===== config.mk =====
export PLATFORM = sky130hd
export DESIGN_NAME = multi_dataflow_engine
export DESIGN_NICKNAME = d
export VERILOG_FILES = /design/src/rtl/multi_dataflow_engine_pkg.sv /design/src/rtl/multi_dataflow_engine_out_buffer.sv /design/src/rtl/multi_dataflow_engine.sv
export SDC_FILE = /design/constraint.sdc
export NUM_CORES = 1
export LEC_CHECK = 0
export CORE_AREA = 2 2 113 115
export DETAILED_ROUTE_END_ITERATION = 8
export DIE_AREA = 0 0 115 117
export GPL_TIMING_DRIVEN = 0
export PLACE_DENSITY_LB_ADDON = 0.05
export SKIP_LAST_GASP = 1
export SLEW_MARGIN = 20
export SYNTH_ARGS = -nofsm -noshare
export SYNTH_HDL_FRONTEND = slang
export SYNTH_SLANG_ARGS = --single-unit

===== constraint.sdc =====
create_clock -name clk_i -period 2.7 [get_ports clk_i]
set_clock_uncertainty 0.15 [all_clocks]
set_input_delay 0.54 -clock clk_i [delete_from_list [all_inputs] [get_ports clk_i]]
set_output_delay 0.54 -clock clk_i [all_outputs]
set_load 0.1 [all_outputs]

===== src/rtl/multi_dataflow_engine_pkg.sv =====
// Shared types for the dataflow engine: control/flag structs toward the control FSM
// and the HLS kernel adapter, engine state encoding and sizing constants.
package multi_dataflow_package;

    localparam int CNT_LEN = 1024;
    localparam int CW      = $clog2(CNT_LEN) + 1;

    localparam logic [15:0] ENGINE_TIMEOUT_CYCLES = 16'hFFFF;

    typedef struct packed {
        logic          clear;
        logic          enable;
        logic          start;
        logic [CW-1:0] cnt_limit_outStream0;
        logic [31:0]   custom_reg0;
    } ctrl_engine_t;

    typedef struct packed {
        logic [CW-1:0] cnt_outStream0;
        logic          done;
        logic          ready;
    } flags_engine_t;

    typedef struct packed {
        logic ap_start;
    } ctrl_kernel_adapter_t;

    typedef struct packed {
        logic ap_done;
        logic ap_idle;
        logic ap_ready;
    } flags_kernel_adapter_t;

    typedef enum logic [1:0] {
        IDLE  = 2'd0,
        START = 2'd1,
        RUN   = 2'd2,
        DONE  = 2'd3
    } engine_state_t;

endpackage


===== src/rtl/multi_dataflow_engine_out_buffer.sv =====
// Small registered FIFO holding kernel output beats until the outStream0 sink takes them.
module multi_dataflow_out_buffer #(
    parameter int DATA_WIDTH = 32,
    parameter int DEPTH      = 2
) (
    input  logic                  clk,
    input  logic                  rst,
    input  logic                  clear,
    input  logic                  push,
    input  logic [DATA_WIDTH-1:0] push_data,
    input  logic                  pop,
    output logic [DATA_WIDTH-1:0] pop_data,
    output logic                  full,
    output logic                  empty
);

    localparam int            AW       = $clog2(DEPTH);
    localparam logic [AW:0]   FULL_CNT = DEPTH[AW:0];

    logic [DATA_WIDTH-1:0] mem_r [DEPTH];
    logic [AW-1:0]         wr_ptr_r;
    logic [AW-1:0]         rd_ptr_r;
    logic [AW:0]           count_r;
    logic                  do_push_s;
    logic                  do_pop_s;

    assign empty     = (count_r == '0);
    assign full      = (count_r == FULL_CNT);
    assign do_pop_s  = pop & ~empty;
    // A pop in the same cycle frees the slot, so a full buffer can still accept a push.
    assign do_push_s = push & (~full | do_pop_s);
    assign pop_data  = mem_r[rd_ptr_r];

    // Storage array, written at the tail pointer
    always_ff @(posedge clk) begin
        if (do_push_s) begin
            mem_r[wr_ptr_r] <= push_data;
        end
    end

    // Pointers wrap naturally because DEPTH is a power of two
    always_ff @(posedge clk) begin
        if (rst || clear) begin
            wr_ptr_r <= '0;
            rd_ptr_r <= '0;
            count_r  <= '0;
        end else begin
            if (do_push_s) begin
                wr_ptr_r <= wr_ptr_r + AW'(1);
            end
            if (do_pop_s) begin
                rd_ptr_r <= rd_ptr_r + AW'(1);
            end
            case ({do_push_s, do_pop_s})
                2'b10:   count_r <= count_r + (AW+1)'(1);
                2'b01:   count_r <= count_r - (AW+1)'(1);
                default: count_r <= count_r;
            endcase
        end
    end

endmodule


===== src/rtl/multi_dataflow_engine.sv =====
// Engine responder: sequences the kernel ap_ctrl_hs handshake, gates inStream0 into the
// kernel and buffers/counts outStream0 beats. Watchdog via MULTI_DATAFLOW_ENGINE_TIMEOUT_EN.
module multi_dataflow_engine
    import multi_dataflow_package::*;
#(
    parameter int DATA_WIDTH = 32,
    parameter int BUF_DEPTH  = 2
) (
    input  logic                  clk_i,
    input  logic                  rst_i,
    input  ctrl_engine_t          ctrl_i,
    output flags_engine_t         flags_o,
    output ctrl_kernel_adapter_t  kernel_ctrl_o,
    input  flags_kernel_adapter_t kernel_flags_i,
    input  logic [DATA_WIDTH-1:0] in_data_i,
    input  logic                  in_valid_i,
    output logic                  in_ready_o,
    output logic [DATA_WIDTH-1:0] k_in_data_o,
    output logic                  k_in_valid_o,
    input  logic                  k_in_ready_i,
    input  logic [DATA_WIDTH-1:0] k_out_data_i,
    input  logic                  k_out_valid_i,
    output logic                  k_out_ready_o,
    output logic [DATA_WIDTH-1:0] out_data_o,
    output logic                  out_valid_o,
    input  logic                  out_ready_i,
    output logic                  timeout_o
);

    engine_state_t state_r;
    logic [CW-1:0] cnt_r;
    logic [CW-1:0] cnt_next_s;
    logic [CW-1:0] limit_s;
    logic          kdone_r;
    logic          ap_start_r;
    logic          done_r;
    logic          ready_r;
    logic          run_s;
    logic          hs_s;
    logic          push_s;
    logic          start_ok_s;
    logic          flush_s;
    logic          finish_s;
    logic          wd_trip_s;
    logic          buf_full_s;
    logic          buf_empty_s;
    logic          unused_s;

    assign limit_s    = ctrl_i.cnt_limit_outStream0;
    assign run_s      = (state_r == RUN) & ctrl_i.enable;
    assign start_ok_s = (state_r == IDLE) & ctrl_i.start & ctrl_i.enable & ~ctrl_i.clear;
    assign flush_s    = ctrl_i.clear | start_ok_s;

    assign k_in_data_o  = in_data_i;
    assign k_in_valid_o = in_valid_i & run_s;
    assign in_ready_o   = k_in_ready_i & run_s;

    assign k_out_ready_o = ~buf_full_s & run_s;
    assign push_s        = k_out_valid_i & k_out_ready_o;
    assign out_valid_o   = ~buf_empty_s & run_s & (cnt_r < limit_s);
    assign hs_s          = out_valid_o & out_ready_i;
    assign cnt_next_s    = hs_s ? (cnt_r + CW'(1)) : cnt_r;
    assign finish_s      = (cnt_next_s == limit_s) & (kdone_r | kernel_flags_i.ap_done);

    assign flags_o.cnt_outStream0 = cnt_r;
    assign flags_o.done           = done_r;
    assign flags_o.ready          = ready_r;
    assign kernel_ctrl_o.ap_start = ap_start_r;

    assign unused_s = ^{ctrl_i.custom_reg0, kernel_flags_i.ap_idle};

    multi_dataflow_out_buffer #(
        .DATA_WIDTH (DATA_WIDTH),
        .DEPTH      (BUF_DEPTH)
    ) u_out_buffer (
        .clk       (clk_i),
        .rst       (rst_i),
        .clear     (flush_s),
        .push      (push_s),
        .push_data (k_out_data_i),
        .pop       (hs_s),
        .pop_data  (out_data_o),
        .full      (buf_full_s),
        .empty     (buf_empty_s)
    );

`ifdef MULTI_DATAFLOW_ENGINE_TIMEOUT_EN
    logic [15:0] wd_r;
    logic        timeout_r;

    // A regular finish in the same cycle takes precedence over the watchdog.
    assign wd_trip_s = run_s & ~hs_s & ~finish_s & (wd_r == (ENGINE_TIMEOUT_CYCLES - 16'd1));
    assign timeout_o = timeout_r;

    // Watchdog: counts enabled RUN cycles without an outStream0 handshake
    always_ff @(posedge clk_i) begin
        if (rst_i || flush_s) begin
            wd_r      <= 16'd0;
            timeout_r <= 1'b0;
        end else if (run_s) begin
            wd_r <= hs_s ? 16'd0 : (wd_r + 16'd1);
            if (wd_trip_s) begin
                timeout_r <= 1'b1;
            end
        end else begin
            wd_r <= wd_r;
        end
    end
`else
    assign wd_trip_s = 1'b0;
    assign timeout_o = 1'b0;
`endif

    // Control FSM: start/stop sequencing, beat counting and registered status outputs
    always_ff @(posedge clk_i) begin
        if (rst_i || ctrl_i.clear) begin
            state_r    <= IDLE;
            cnt_r      <= '0;
            kdone_r    <= 1'b0;
            ap_start_r <= 1'b0;
            done_r     <= 1'b0;
            ready_r    <= 1'b1;
        end else begin
            done_r <= 1'b0;
            case (state_r)
                IDLE: begin
                    if (start_ok_s) begin
                        cnt_r   <= '0;
                        kdone_r <= 1'b0;
                        ready_r <= 1'b0;
                        if (limit_s == '0) begin
                            state_r <= DONE;
                            done_r  <= 1'b1;
                        end else begin
                            state_r    <= START;
                            ap_start_r <= 1'b1;
                        end
                    end
                end
                START: begin
                    if (kernel_flags_i.ap_done) begin
                        kdone_r <= 1'b1;
                    end
                    if (ctrl_i.enable && kernel_flags_i.ap_ready) begin
                        state_r    <= RUN;
                        ap_start_r <= 1'b0;
                    end
                end
                RUN: begin
                    if (kernel_flags_i.ap_done) begin
                        kdone_r <= 1'b1;
                    end
                    if (ctrl_i.enable) begin
                        cnt_r <= cnt_next_s;
                        if (finish_s || wd_trip_s) begin
                            state_r <= DONE;
                            done_r  <= 1'b1;
                        end
                    end
                end
                DONE: begin
                    state_r <= IDLE;
                    ready_r <= 1'b1;
                end
                default: begin
                    state_r    <= IDLE;
                    ap_start_r <= 1'b0;
                    ready_r    <= 1'b1;
                end
            endcase
        end
    end

endmodule

Yosys cells after proc, flatten, opt, wreduce, memory -nomap -nowiden
Memories as Yosys holds them, arrays and structs flattened. A register that Yosys moved wholly into a read port is not among the register bits.
Cells that the tools add are included.
W data, S select, Z words.
Word-level totals
  bits of input ports: 119
  latch bits: 0
  bits in read-only memories: 0
  word-level logic and storage cells: 94
  flip-flop bits (word level): 21
  RAM bits: 64
  output and inout bits: 83
  memories: 1
Cells by class
  add/sub/neg operators: 5
  muxes and demuxes: 28
  eq/ne operators: 13
  bitwise logic cells: 20
  $lt $le $gt $ge: 1
  reductions and logical operators: 17
  shift operators: 0
  divide/modulo/power cells: 0
  $mul: 0
Memories
  u_out_buffer.mem_r: words 2, bits a word 32, rd ports 1, clocked after Yosys merged registers in 1, write ports 1, line multi_dataflow_engine_out_buffer.sv:20  | logic [DATA_WIDTH-1:0] mem_r [DEPTH];
Operators with widths (count)
  $mux W11: 3
  $pmux W11 S2: 1
  $and A1 B1 Y1: 14
  $mux W1: 13
  $add A11 B1 Y11 const B: 1
  $eq A11 B11 Y1: 1
  $logic_not A11 Y1: 1
  $lt A11 B11 Y1: 1
  $mux W2: 5
  $ne A2 B2 Y1 const B: 5
  $reduce_bool A2 Y1: 5
  $eq A2 B2 Y1 const B: 4
  $pmux W1 S2: 4
  $pmux W2 S4: 1
  $reduce_and A4 Y1: 2
  $reduce_and A3 Y1: 2
  $eq A2 B1 Y1 const B: 2
  $logic_not A2 Y1: 2
  $pmux W2 S2: 1
  $not A1 Y1: 3
  $or A1 B1 Y1: 3
  $add A1 B1 Y1 const B: 2
  $add A2 B1 Y2 const B: 1
  $logic_or A1 B1 Y1: 2
  other kinds (5): 5

Longest topological paths before layout
  word-level depth: 11
  mapped depth: 13
  mapped depth without buffers: 11

Cells and area by module
Synthesis repeated with hierarchy kept, for this count alone.
Second synthesis, totals
  cell total of the unflattened synthesis: 411
  area, all modules: 4700.8 sq um
Modules (own cells, without submodules)
  multi_dataflow_out_buffer: sequential area each 2021.9 sq um, cells each 132, instances 1, area each 2578.7 sq um
  multi_dataflow_engine: sequential area each 340.3 sq um, cells each 279, instances 1, area each 2122.0 sq um

Worst setup path after synthesis
OpenSTA, ideal clock, no wires.
  path type: reg2reg
  start: reg state_r[0]
  end: mem u_out_buffer.mem_r[0][0] (enable)
  cell stages (with the launch flop): 7
  required time: 2.129 ns
  path buffers: 0
  arrival time: 4.050 ns
  setup time: 0.421 ns
  clock period less this slack: 4.621 ns
  path slack: -1.921 ns
  cell sequence: dfxtp_1 -> inv_1 -> ha_1 -> nand2_1 -> a21oi_1 -> nand2_1 -> nor2_1
On the way
  elaborated cells on any way between the ends: 12
  classes of those cells: eq/ne: 1; mux: 2; bitwise: 9
RTL lines
  start, declared: line multi_dataflow_engine.sv:30  | engine_state_t state_r;
  start signal, assigned: line multi_dataflow_engine.sv:117  | state_r <= IDLE;
  start signal, assigned: line multi_dataflow_engine.sv:132  | state_r <= DONE;
  start signal, assigned: line multi_dataflow_engine.sv:135  | state_r <= START;
  $eq A2 B2 Y1: line multi_dataflow_engine.sv:50  | assign run_s = (state_r == RUN) & ctrl_i.enable;
  $and A1 B1 Y1: line multi_dataflow_engine.sv:50
  $and A1 B1 Y1: line multi_dataflow_engine.sv:58  | assign k_out_ready_o = ~buf_full_s & run_s;
  named net k_out_ready_o: line multi_dataflow_engine.sv:23  | output logic k_out_ready_o,
  $and A1 B1 Y1: line multi_dataflow_engine.sv:59  | assign push_s = k_out_valid_i & k_out_ready_o;
  $and A1 B1 Y1: line multi_dataflow_engine_out_buffer.sv:31  | assign do_push_s = push & (~full | do_pop_s);
  $mux W1: line multi_dataflow_engine_out_buffer.sv:36  | if (do_push_s) begin
  $mux W1 (implied by the code): line multi_dataflow_engine_out_buffer.sv:37  | mem_r[wr_ptr_r] <= push_data;
  end, declared: line multi_dataflow_engine_out_buffer.sv:20
The timed path passes the listed nets, and every way through them passes these cells.

Final worst setup path
  start: in ctrl_i[42] in the netlist's numbering
  end: out out_valid_o
On the way
  longest elaborated chain between the ends: 2
Ends and longest elaborated chain
  start, declared: line multi_dataflow_engine.sv:11  | input ctrl_engine_t ctrl_i,
  $lt A11 B11 Y1: line multi_dataflow_engine.sv:60  | assign out_valid_o = ~buf_empty_s & run_s & (cnt_r < limit_s);
  $and A1 B1 Y1: line multi_dataflow_engine.sv:60
  end, declared: line multi_dataflow_engine.sv:25  | output logic out_valid_o,
No other way between the ends.

==> results_dict.tcl <==
set metrics [dict create \
    outcome "completed" \
    cp_max_fo 5 \
    n_antenna_cell 0 \
    synthDistinctLibCells 54 \
    cpMostUsedCell "buf_12" \
    p_int_mw 2.353 \
    gp_congestion 0.8079 \
    setup_viol_count_final 0 \
    pwr-share-comb_pct 17.2 \
    via_per_inst 5.038 \
    clock-sinks 86 \
    core_um2 12310 \
    clockRootBuffer "clkbuf_16" \
    wl_per_cell_um 15.86 \
    grt_pass1_wl_um 17020 \
    fin_hold_ws_ps 355.7 \
    period_needed_ps 2700 \
    pwr-share-clk_pct 38.9 \
    final_nets 695 \
    synth_cells 401 \
    hp-class "reg2reg" \
    rsz0062_at_grt "yes" \
    detail-route-antenna-nets 0 \
    post-place-ws_ps -1467 \
    pin_count 202 \
    die_h_um 117 \
    yosysSeqAreaShare_pct 52.18 \
    hold_start "cnt_r[10]" \
    cts_buffers 9 \
    cp-startpoint "ctrl_i[42]" \
    drive_gt1_share_pct 39.12 \
    synth_top_area_share_pct 42.45 \
    ys_ff_latch 86 \
    synth_common_cells "edfxtp_1 (64), buf_4 (35), mux2_2 (32)" \
    r2r_start "cnt_r[6]" \
    drv_slew 0 \
    synth_area_leader_cell "edfxtp_1" \
    syn_to_final_growth_pct 45.69 \
    vias 3602 \
    ys.flop_type "edfxtp_1" \
    numPortBuffers 134 \
    cpPeakStageDelay_ps 390 \
    initial_core_util_pct 36.77 \
    yosysMostFrequentCell "edfxtp_1" \
    ys_warn_count 0 \
    die_x_um 115 \
    synthTopCellsByArea "edfxtp_1 (42%), dfxtp_1 (9.7%), mux2_2 (8.0%), buf_4 (5.8%), ha_1 (4.4%)" \
    syn-cell-area_um2 4527 \
    cp-start-kind "input pin" \
    grt.overflow.total 0 \
    fin_crit_sh_pct 99.98 \
    clock_path_buffers 2 \
    dieArea_um2 13460 \
    grt_max_degree 33 \
    htree_levels 3 \
    crit_arrival_ps 2010 \
    crit_chain "buf_2 > inv_2 > ha_4 > a2bb2oi_4 > o211ai_1 > a221o_2 > inv_4 > buf_12 > buf_12" \
    slowest_stage "a221o_2" \
    cp-end-kind "primary output" \
    clock_latency_ps 340 \
    power_density_nw_per_um2 490.2 \
    p_sw_mw 0.8795 \
    dpl.hpwl_um 8048 \
    cts.clk_slew.worst_paths_ps 60 \
    leakage_nw 2.408 \
    p_total_mw 3.233 \
    required_ps 2010 \
    synthesis.nets 536 \
    syn_avg_cell_area_um2 11.29 \
    peakVddDrop_mv 0.2038 \
    antenna_found_initial 0 \
    synthArstFlopShare_pct 0 \
    grt_pass1_vias 3431 \
    slew_headroom_pct 34.01 \
    hold_viol 0 \
    drv_cap 0 \
    wl_um 11340 \
    p_seq_share_pct 43.9 \
    p_sw_share_pct 27.21 \
    cts_tree "built" \
    drc 0 \
    tightest_slew_ps 987.5 \
    synth_edf_count 64 \
    fmax_mhz 370.4 \
    drt_pre_antenna_iters 5 \
    drt_iter0_markers 136 \
    rows 41 \
    setup_ws_ps 0.4545 \
    track_usage_pct 16.31 \
    critPathKind "in2out" \
]
state kept, by name, indices dropped and copies added, names as in the netlist, named ones only:
signal,cells
ready_r,1
u_out_buffer.wr_ptr_r,1
kdone_r,1
cnt_r,11
u_out_buffer.count_r,2
u_out_buffer.mem_r,64
u_out_buffer.rd_ptr_r,1
done_r,1
kernel_ctrl_o,1
state_r,2
area by class of cell:
type                    instances  area [µm²]
clock buffers                  11       242.7
repair buffers                150        1274
flip-flops and latches         86        2409
well taps                     150       187.7
inverters                      20       80.08
plain buffers                  50       371.6
clock inverters                 5       58.81
multi-input cells             243        1972
fillers                      1108        5717
critical path, delay by kind of cell:
kind	cells	cell delay [ps]
compound gates	3	630
buf+inv	5	590
fa+ha+maj	1	250
routing by layer:
layer  global-route usage, %  vias to the layer above  part of all wire [%]
met5                       0                        -                     0
li1                        -                     1748                     -
met4                   5.462                        0                  0.99
met2                   28.51                      125                    51
met1                   19.95                     1716                    42
met3                   3.759                       13                   5.9
power groups by stage:
| stage | registers [mW] | clock network (mW) | logic [mW] |
|---|---|---|---|
| floorplan | 1.45 | 0 | 0.373 |
| global placement | 1.45 | 0 | 0.548 |
| detailed placement | 1.45 | 0 | 0.553 |
| CTS | 1.42 | 1.30 | 0.549 |
| global route | 1.42 | 1.34 | 0.586 |
| finish | 1.42 | 1.26 | 0.557 |
cell families after synthesis:
group | count (synthesis) | share of synthesized area, %
multiplexers | 32 | 7.960
AND/OR/NAND/NOR | 103 | 11.66
XOR/XNOR | 20 | 3.870
flip-flops | 86 | 52.18
buffers and inverters | 72 | 9.618
AO/OA/AOI/OAI | 71 | 10.20
other | 1 | 0.08284
adder cells (fa/ha/maj) | 16 | 4.422
through the flow:
step,util [%],TNS (ps),std cells,cell area (µm²)
final,53.57,0,715,6595
after global routing,53.57,-381.7,715,6595
after CTS,52.46,-57.02,705,6459
after detailed placement,50.90,-44300,685,6267
after global placement,50.90,-46190,685,6267
after floorplan,-,-91.45,401,4738
final timing paths:
path | end | slack, ps | cells after the start
worst max-delay path | out_valid_o | 0.5 | 9
worst max register to register | done_r | 70 | 11
worst min-delay path | cnt_r[10] | 360 | 1
worst min register to register | cnt_r[10] | 360 | 1
cell usage in the layout (no fill, tap or decap), drive strengths merged, types with 2 or more instances in the layout:
cell type | netlist | layout
ha | 16 | 16
or2 | 4 | 4
a211oi | 2 | 2
edfxtp | 64 | 64
dlygate4sd2 | 0 | 2
a31oi | 2 | 2
a31o | 2 | 2
clkbuf | 7 | 22
nor4 | 3 | 3
nand4 | 6 | 6
buf | 45 | 99
clkinvlp | 0 | 2
nand3 | 11 | 11
inv | 20 | 21
clkdlybuf4s50 | 0 | 86
o21ai | 17 | 17
xnor2 | 12 | 12
o22ai | 2 | 2
o21a | 5 | 5
clkdlybuf4s15 | 0 | 2
a311oi | 5 | 5
a32oi | 2 | 2
nand2 | 24 | 24
and3 | 6 | 6
nor3 | 13 | 13
a21oi | 26 | 26
nor2 | 24 | 24
and2 | 2 | 2
dfxtp | 22 | 22
mux2 | 32 | 32
and4 | 2 | 2
xor2 | 8 | 8
repair_timing:
| action | CTS | global route |
|---|---|---|
| hold buffers | 0 | 0 |
| pin swaps | 6 | 6 |
| resized for setup | 221 | 29 |
| gates cloned | 0 | 1 |
| setup endpoints to repair | 53 | 21 |
| setup buffers | 5 | 10 |
Note: power is estimated with default switching activity, not from simulation.
